$ cat config.mk
export PLATFORM = sky130hd
export DESIGN_NAME = e_mdu_issue_flat
export DESIGN_NICKNAME = d
export VERILOG_FILES = /design/src/rtl/e_mdu_issue_if.sv /design/src/rtl/e_mdu_issue.sv /design/src/flat_wrapper.sv
export SDC_FILE = /design/constraint.sdc
export NUM_CORES = 1
export LEC_CHECK = 0
export CAP_MARGIN = 20
export CORE_MARGIN = 2
export CORE_UTILIZATION = 25
export DETAILED_ROUTE_END_ITERATION = 10
export SLEW_MARGIN = 25
export SYNTH_ARGS = -nofsm -noshare
export SYNTH_HDL_FRONTEND = slang
export SYNTH_SLANG_ARGS = --single-unit
export TNS_END_PERCENT = 20
$ cat constraint.sdc
create_clock -name clk -period 2.29 [get_ports clk]
set_input_delay 0.3435 -clock clk [delete_from_list [all_inputs] [get_ports clk]]
set_output_delay 0.3435 -clock clk [all_outputs]
set_load 0.01 [all_outputs]
$ cat src/rtl/e_mdu_issue_if.sv
// e_mdu_issue_if: pipeline/MD-unit signal bundle for the MDU issue stage
// req, in_sel, in_d1, in_d2 : E-stage flush, MD op code and forwarded rs/rt operands
// in_stall                  : hold request back to the pipeline
// mdu_start/op/a/b          : command to the multi-cycle MD unit; mdu_busy is its busy flag
// issue_busy, wdt_err       : issue FSM not idle, sticky watchdog flag
interface e_mdu_issue_if;
   logic        req;
   logic [3:0]  in_sel;
   logic [31:0] in_d1;
   logic [31:0] in_d2;
   logic        in_stall;
   logic        mdu_start;
   logic [3:0]  mdu_op;
   logic [31:0] mdu_a;
   logic [31:0] mdu_b;
   logic        mdu_busy;
   logic        issue_busy;
   logic        wdt_err;
   modport master (
      output req, in_sel, in_d1, in_d2, mdu_busy,
      input  in_stall, mdu_start, mdu_op, mdu_a, mdu_b, issue_busy, wdt_err
   );
   modport slave (
      input  req, in_sel, in_d1, in_d2, mdu_busy,
      output in_stall, mdu_start, mdu_op, mdu_a, mdu_b, issue_busy, wdt_err
   );
endinterface

$ cat src/rtl/e_mdu_issue.sv
// e_mdu_issue: issues E-stage multiply/divide ops to a multi-cycle MD unit and stalls dependents
// clk, reset : rising-edge clock, synchronous active-high reset
// bus        : e_mdu_issue_if.slave (op/operands in, stall out, MD unit command out, busy in)
// WDT_LIMIT  : WAIT-cycle ceiling for the optional watchdog (build with MDU_ISSUE_WDT_EN)
// op codes   : 0 none, 1 mult, 2 multu, 3 div, 4 divu, 5 mfhi, 6 mflo, 7 mthi, 8 mtlo
module e_mdu_issue #(
   parameter int WDT_LIMIT = 63
) (
   input logic          clk,
   input logic          reset,
   e_mdu_issue_if.slave bus
);
   localparam logic [3:0] MD_MULT = 4'd1;
   localparam logic [3:0] MD_DIVU = 4'd4;
   localparam logic [3:0] MD_MFHI = 4'd5;
   localparam logic [3:0] MD_MTLO = 4'd8;
   typedef enum logic [1:0] {IDLE, LAUNCH, WAIT} state_e;
   state_e      state_q, state_d;
   logic [3:0]  op_q, op_d;
   logic [31:0] a_q, a_d, b_q, b_d;
   logic        first_q, first_d;
   logic        start_op, direct_op, wdt_hit;
   assign start_op  = bus.in_sel >= MD_MULT && bus.in_sel <= MD_DIVU;
   assign direct_op = bus.in_sel >= MD_MFHI && bus.in_sel <= MD_MTLO;
   assign bus.issue_busy = state_q != IDLE;
`ifdef MDU_ISSUE_WDT_EN
   logic [5:0] cnt_q;
   logic       wdt_q;
   // counter sits at zero outside WAIT, so it is already clear on WAIT entry
   assign wdt_hit = state_q == WAIT && cnt_q + 6'd1 == 6'(WDT_LIMIT);
   always_ff @(posedge clk) begin
      if (reset) begin
         cnt_q <= '0;
         wdt_q <= 1'b0;
      end else begin
         cnt_q <= state_q == WAIT ? cnt_q + 6'd1 : 6'd0;
         wdt_q <= wdt_q | wdt_hit;
      end
   end
   assign bus.wdt_err = wdt_q;
`else
   assign wdt_hit     = 1'b0;
   assign bus.wdt_err = WDT_LIMIT < 0;
`endif
   always_comb begin
      state_d       = state_q;
      op_d          = op_q;
      a_d           = a_q;
      b_d           = b_q;
      first_d       = 1'b0;
      bus.mdu_start = 1'b0;
      bus.mdu_op    = op_q;
      bus.mdu_a     = a_q;
      bus.mdu_b     = b_q;
      bus.in_stall  = bus.in_sel != 4'd0;
      case (state_q)
         IDLE: begin
            // a start-class op retires here; its command goes out next cycle
            bus.in_stall = 1'b0;
            bus.mdu_op   = (!bus.req && direct_op) ? bus.in_sel : 4'd0;
            bus.mdu_a    = bus.in_d1;
            bus.mdu_b    = bus.in_d2;
            if (!bus.req && start_op) begin
               state_d = LAUNCH;
               op_d    = bus.in_sel;
               a_d     = bus.in_d1;
               b_d     = bus.in_d2;
            end
         end
         LAUNCH: begin
            bus.mdu_start = !bus.req;
            state_d       = bus.req ? IDLE : WAIT;
            first_d       = !bus.req;
            op_d          = bus.req ? 4'd0 : op_q;
         end
         WAIT: begin
            // mdu_busy only rises the cycle after mdu_start, so the first WAIT cycle is blind
            if (wdt_hit || (!first_q && !bus.mdu_busy)) begin
               state_d = IDLE;
               op_d    = 4'd0;
            end
         end
         default: state_d = IDLE;
      endcase
   end
   always_ff @(posedge clk) begin
      if (reset) begin
         state_q <= IDLE;
         op_q    <= '0;
         a_q     <= '0;
         b_q     <= '0;
         first_q <= 1'b0;
      end else begin
         state_q <= state_d;
         op_q    <= op_d;
         a_q     <= a_d;
         b_q     <= b_d;
         first_q <= first_d;
      end
   end
endmodule

$ cat src/flat_wrapper.sv
// flat-port wrapper written by rule: the top's interface ports become plain ports
module e_mdu_issue_flat 
#(
   parameter int WDT_LIMIT = 63
)
  (clk, reset, bus_req, bus_in_sel, bus_in_d1, bus_in_d2, bus_mdu_busy, bus_in_stall, bus_mdu_start, bus_mdu_op, bus_mdu_a, bus_mdu_b, bus_issue_busy, bus_wdt_err);
  e_mdu_issue_if bus_i ();
  input logic clk;
  input logic reset;
  input wire logic [$bits(bus_i.req)-1:0] bus_req;
  input wire logic [$bits(bus_i.in_sel)-1:0] bus_in_sel;
  input wire logic [$bits(bus_i.in_d1)-1:0] bus_in_d1;
  input wire logic [$bits(bus_i.in_d2)-1:0] bus_in_d2;
  input wire logic [$bits(bus_i.mdu_busy)-1:0] bus_mdu_busy;
  output wire logic [$bits(bus_i.in_stall)-1:0] bus_in_stall;
  output wire logic [$bits(bus_i.mdu_start)-1:0] bus_mdu_start;
  output wire logic [$bits(bus_i.mdu_op)-1:0] bus_mdu_op;
  output wire logic [$bits(bus_i.mdu_a)-1:0] bus_mdu_a;
  output wire logic [$bits(bus_i.mdu_b)-1:0] bus_mdu_b;
  output wire logic [$bits(bus_i.issue_busy)-1:0] bus_issue_busy;
  output wire logic [$bits(bus_i.wdt_err)-1:0] bus_wdt_err;
  assign bus_i.req = bus_req;
  assign bus_i.in_sel = bus_in_sel;
  assign bus_i.in_d1 = bus_in_d1;
  assign bus_i.in_d2 = bus_in_d2;
  assign bus_i.mdu_busy = bus_mdu_busy;
  assign bus_in_stall = bus_i.in_stall;
  assign bus_mdu_start = bus_i.mdu_start;
  assign bus_mdu_op = bus_i.mdu_op;
  assign bus_mdu_a = bus_i.mdu_a;
  assign bus_mdu_b = bus_i.mdu_b;
  assign bus_issue_busy = bus_i.issue_busy;
  assign bus_wdt_err = bus_i.wdt_err;
  e_mdu_issue #(.WDT_LIMIT(WDT_LIMIT)) u_core (.clk(clk), .reset(reset), .bus(bus_i));
endmodule
; After elaboration in Yosys (flattened, before gate mapping)
; Index checks and enable logic that the tools add are counted.
; Widths: inputs -> output; s select.
[op_classes]
order_cmp = 4
eq_ne = 5
n_mux = 14
n_reduce_logical = 15
[op_table]
columns = op, count
row1 = $mux 32, 2
row2 = $mux 4, 5
row3 = $pmux 4 s3, 1
row4 = $mux 2, 3
row5 = $pmux 2 s3, 1
row6 = $logic_and 1x1->1, 5
row7 = $ge 4x1->1 const B, 1
row8 = $ge 4x3->1 const B, 1
row9 = $le 4x3->1 const B, 1
row10 = $le 4x4->1 const B, 1
row11 = $ne 2x1->1 const B, 2
row12 = $reduce_and 2->1, 2
row13 = $reduce_and 4->1, 1
row14 = $reduce_bool 4->1, 1
row15 = $logic_not 1->1, 3
row16 = $reduce_bool 3->1, 1
row17 = $eq 2x1->1 const B, 1
row18 = $eq 2x2->1 const B, 1
row19 = $logic_not 2->1, 1
row20 = $mux 1, 2
row21 = $ne 2x2->1 const B, 1
row22 = $reduce_bool 2->1, 1
[totals]
register_bits = 71
in_bits = 72
out_inout_bits = 72
word_cells = 43

; Logic depth before layout (Yosys ltp)
[depth]
ltp_word = 5
depth_mapped = 8
mapped_depth_nobuf = 6

; Worst setup path after synthesis
; No wires, ideal clock.
[synth_path]
path_kind = reg-to-output
startpoint = register u_core.state_q[0]
endpoint = output port bus_mdu_a[31]
arrival_time_ps = 1493
required_time_ps = 1947
path_slack_ps = 453
stages_incl_launch_ff = 6
path_buffers = 2
path_cell_list = dfxtp_1 > inv_1 > ha_1 > buf_2 > buf_1 > mux2_2
[synth_between]
elab_chain_cells = 2
[synth_rtl]
columns = element, line
row1 = start: declaration, e_mdu_issue.sv:18  ; state_e state_q, state_d;
row2 = start signal: assignment, e_mdu_issue.sv:94  ; state_q <= state_d;
row3 = $logic_not 2->1, e_mdu_issue.sv:56  ; case (state_q)
row4 = $mux 32, e_mdu_issue.sv:56
row5 = end: declaration, flat_wrapper.sv:18  ; output wire logic [$bits(bus_i.mdu_a)-1:0] bus_mdu_a;
; No other way between the ends.

; Final worst setup path
[layout_path]
startpoint = register u_core.state_q[1]
endpoint = output port bus_mdu_a[3]
; The elaborated chain is that of the path after synthesis.

==> results.md <==
Synth:
- The dominant synthesized flop cell is sky130_fd_sc_hd__dfxtp_1.
- By area the synthesized netlist is led by sky130_fd_sc_hd__dfxtp_1, sky130_fd_sc_hd__mux2_2, sky130_fd_sc_hd__a21oi_2.
- The gate count of the mapped netlist is between 400 and 500.
- The number of distinct library cell variants in the gate-level netlist after synthesis is 34.
- The netlist area before placement is roughly 0.0040 mm2.
- The synthesized design contains 0 enable-type register cells.
- When the netlist entered floorplanning its net count stood at 484.
- Of all flip-flops after synthesis, the portion carrying an async set or reset was 0.
- The share of the yosys chip area belonging to registers is 0.3598.
- The mean cell area of the mapped netlist is a little under 10 um2.
- The number of warnings issued by yosys is 0.
- The number of synthesized register bits is between 70 and 80.
- The share of the synthesized area in the top cell type is 0.3598.
- sky130_fd_sc_hd__dfxtp_1 takes more of the synthesized area than any other cell.

Placement:
- The placement-stage worst setup slack is -47.14 ps.
- Detailed placement ended at an HPWL of slightly below 7 mm.
- The number of port buffers is ~140.
- Including well taps, the total number of placed cells is around 740.
- At the end of routability-driven placement, the weighted congestion stood at roughly 0.76.

Route:
- Before antenna repair, the detailed router went through 4 iterations.
- The number of remaining DRC errors is 0.
- In this run, the number of DRC markers left after iteration 0 of detailed routing was 54.
- Summing over every cut layer, the via total after detailed routing is between 3000 and 4000.
- The detailed-route wire length per cell is between 10 and 15 um.
- The sum of routed wire length over all layers is between 10 and 15 mm.
- The via count normalized by instance count is 4.334.
- The detail route stage leaves a number of antenna-violating nets equal to 0.

Critical path:
- The worst setup path is launched from a register.
- The kind of end point of the critical path is an output pin.
- The worst path required time is around 2000 ps.
- The largest fanout of any net on the critical path is 21.
- The kind of critical path is reg2out.
- At the worst endpoint, the arrival time is about 1900 ps.

Timing:
- The count of final hold-check violations is 0.
- In the finished design, the share of the clock period the worst path needs comes to 0.9642.
- The worst path in the final design needs a cycle of approximately 2200 ps, including I/O delays and setup.
- Derived from the worst setup path, the maximum achievable clock frequency is 452.9 MHz.
- The count of endpoints failing setup in the final report is 0.
- Setup total negative slack on the finished layout was measured at 0 ps.
- The max-slew violation count is 0.
- Setup repair after global routing left no endpoint under its margin.
- The clock arrives with a little under 7 ps of skew.
- The minimum setup slack in the final design is approximately 82 ps.

Clocking:
- TritonCTS built the clock tree.
- The buffer depth of the longest clock path is 2.
- The clock latency of the later-clocked register in the worst-skew pair is 340 ps.
- In this run, CTS created clock tree buffers numbering 9.
- The H-tree was split into 3 levels.
- The cell sitting at the root of the clock tree is a sky130_fd_sc_hd__clkbuf_16.
- After clock tree synthesis, the clock-pin slew on the worst setup and hold paths is 60 ps.
- The hold buffer count at cts is 0.
- The total number of clock tree sinks is 71.

Pwr:
- The power density over the cells is 613.8 mW/mm2.
- For this design the static power due to leakage is roughly 2.2 nW.
- The worst-case IR drop observed on VDD is 337.2 uV.

GRT:
- The overall track demand over capacity in global routing is 0.1250.
- The first global-routing pass estimated approximately 17 mm of wire.
- The number of antenna violations at the first check in global routing was 0.
- The total overflow left after global routing is 0.
- The maximum number of pins on one net before global-route repair is 43.
- The number of global-route vias before repair is 3420.

Floorplanning:
- The initial utilization of the core area, before any placement, comes to 0.2579.
- From bottom edge to top edge, the die measures approximately 130 um.
- The placeable core region is approximately 0.015 mm2.
- In this run the horizontal extent of the chip is roughly 130 um.
- The row count is 45.
- The floorplan step defined a die boundary enclosing around 0.017 mm2.
- During I/O placement, the number of pins put on the boundary was around 140.

Cells and area:
- Compared with the post-synthesis result, the final layout area differs by 48.37%.
- After the last flow step, the layout net total stands at about 620.
- The total inserted antenna cells is 0.
- In the final layout, the share of cells above drive strength 1 is 0.4073.
- The number of filler cells placed in the layout is between 1500 and 2000.
- The sequential cell area is between 0.001 and 0.0015 mm2.
- The count of placed standard cells in the final layout, fillers left out is around 760.
- The footprint of the multi-input gates is between 0.002 and 0.0025 mm2.

Worst hold path:
- The worst hold-check path type is in2reg.

Flow run:
- The number of max-capacitance violations reported is 0.

Run status:
- The flow ran to the end, and the final reports show no timing, DRC or antenna violations.
-- layer usage --
metal	GRT usage	vias to the layer above	share of wire
met4	0.05503	0	0.016
met5	0	-	0
li1	-	1640	-
met2	0.2076	97	0.46
met3	0.03444	10	0.060
met1	0.1517	1551	0.46
-- cell type report --
class	count	share of cell area
tap	211	0.04505
clock inverter	4	0.01196
clock buffer	11	0.04142
timing repair buffer	159	0.2720
inverter	4	0.003202
multi-input combinational	301	0.3836
sequential	71	0.2427
-- logic make-up after synthesis --
group                      count (synthesis)  synth area share
buffers and inverters                     36           0.07412
DFF                                       71            0.3598
and+or+nand+nor                          153            0.2002
AOI/OAI and AO/OA                         74            0.1571
adders and majority gates                  4           0.01267
muxes                                     69            0.1951
other                                      1         0.0009494
-- critical path: stages (launching register included) --
cell and delay (ps):
sky130_fd_sc_hd__dfxtp_1 350, sky130_fd_sc_hd__inv_2 90, sky130_fd_sc_hd__ha_4 230, sky130_fd_sc_hd__buf_12 200
sky130_fd_sc_hd__mux2_2 360, sky130_fd_sc_hd__dlygate4sd2_1 290
-- Yosys cell counts (2+ instances only) --
| master | number |
|---|---|
| sky130_fd_sc_hd__nand2_2 | 58 |
| sky130_fd_sc_hd__o21ai_0 | 2 |
| sky130_fd_sc_hd__nand2_1 | 76 |
| sky130_fd_sc_hd__buf_12 | 7 |
| sky130_fd_sc_hd__dfxtp_1 | 71 |
| sky130_fd_sc_hd__or3_1 | 2 |
| sky130_fd_sc_hd__buf_4 | 7 |
| sky130_fd_sc_hd__clkbuf_1 | 7 |
| sky130_fd_sc_hd__nand2b_1 | 4 |
| sky130_fd_sc_hd__a21oi_1 | 4 |
| sky130_fd_sc_hd__buf_1 | 2 |
| sky130_fd_sc_hd__buf_2 | 7 |
| sky130_fd_sc_hd__mux2_2 | 64 |
| sky130_fd_sc_hd__ha_1 | 4 |
| sky130_fd_sc_hd__nand2_4 | 2 |
| sky130_fd_sc_hd__inv_1 | 4 |
| sky130_fd_sc_hd__nor2_1 | 4 |
| sky130_fd_sc_hd__o2bb2ai_1 | 3 |
| sky130_fd_sc_hd__nor2b_1 | 2 |
| sky130_fd_sc_hd__mux2i_1 | 5 |
| sky130_fd_sc_hd__a21oi_2 | 60 |
-- sequential cells by signal, summed over array words and instances, names as in the netlist --
signal and count:
u_core.b_q 32, u_core.a_q 32, u_core.op_q 4, u_core.first_q 1, u_core.state_q 2
-- path summary, 6_finish.rpt --
| check | start | endpoint | slack [ps] | cells past startpoint |
|---|---|---|---|---|
| worst max-delay path | u_core.state_q[1] | bus_mdu_a[3] | 80 | 5 |
| worst max register to register | u_core.state_q[1] | u_core.op_q[2] | 290 | 7 |
| worst min register to register | u_core.b_q[3] | u_core.b_q[3] | 450 | 2 |
| worst min-delay path | reset | u_core.b_q[7] | 430 | 2 |
-- power by group --
group | total [mW] | switching, mW | internal (mW)
Sequential | 1.31 | 0.0258 | 1.29
Clock | 1.51 | 0.533 | 0.974
Combinational | 0.778 | 0.359 | 0.418
-- through the flow --
step | power (mW) | instance area (um2) | hold slack [ps] | utilization
2_1_floorplan | 1.760 | 3950 | 433.8 | -
3_3_place_gp | 2.170 | 5568 | 444.2 | 0.3636
3_5_place_dp | 2.176 | 5568 | 448.0 | 0.3636
4_1_cts | 3.657 | 5827 | 431.0 | 0.3805
5_1_grt | 3.761 | 5861 | 454.7 | 0.3827
6_report | 3.597 | 5861 | 432.6 | 0.3827
-- cell usage in the layout (no fill, tap or decap), drive strengths merged, types with 5 or more instances in the layout --
cell type and instances:
nand2 136, clkdlybuf4s50 71, dfxtp 71, dlygate4sd2 66, mux2 64, a21oi 64
buf 17, clkbuf 12, mux2i 5, nor2 5
-- what timing repair did --
item / in CTS / in global routing
endpoints found under the setup margin: 69 / 35
resized for setup: 71 / 6
pin swaps: 0 / 0
setup buffers: 0 / 0
gates cloned: 1 / 1
(Power assumes the default switching activity.)
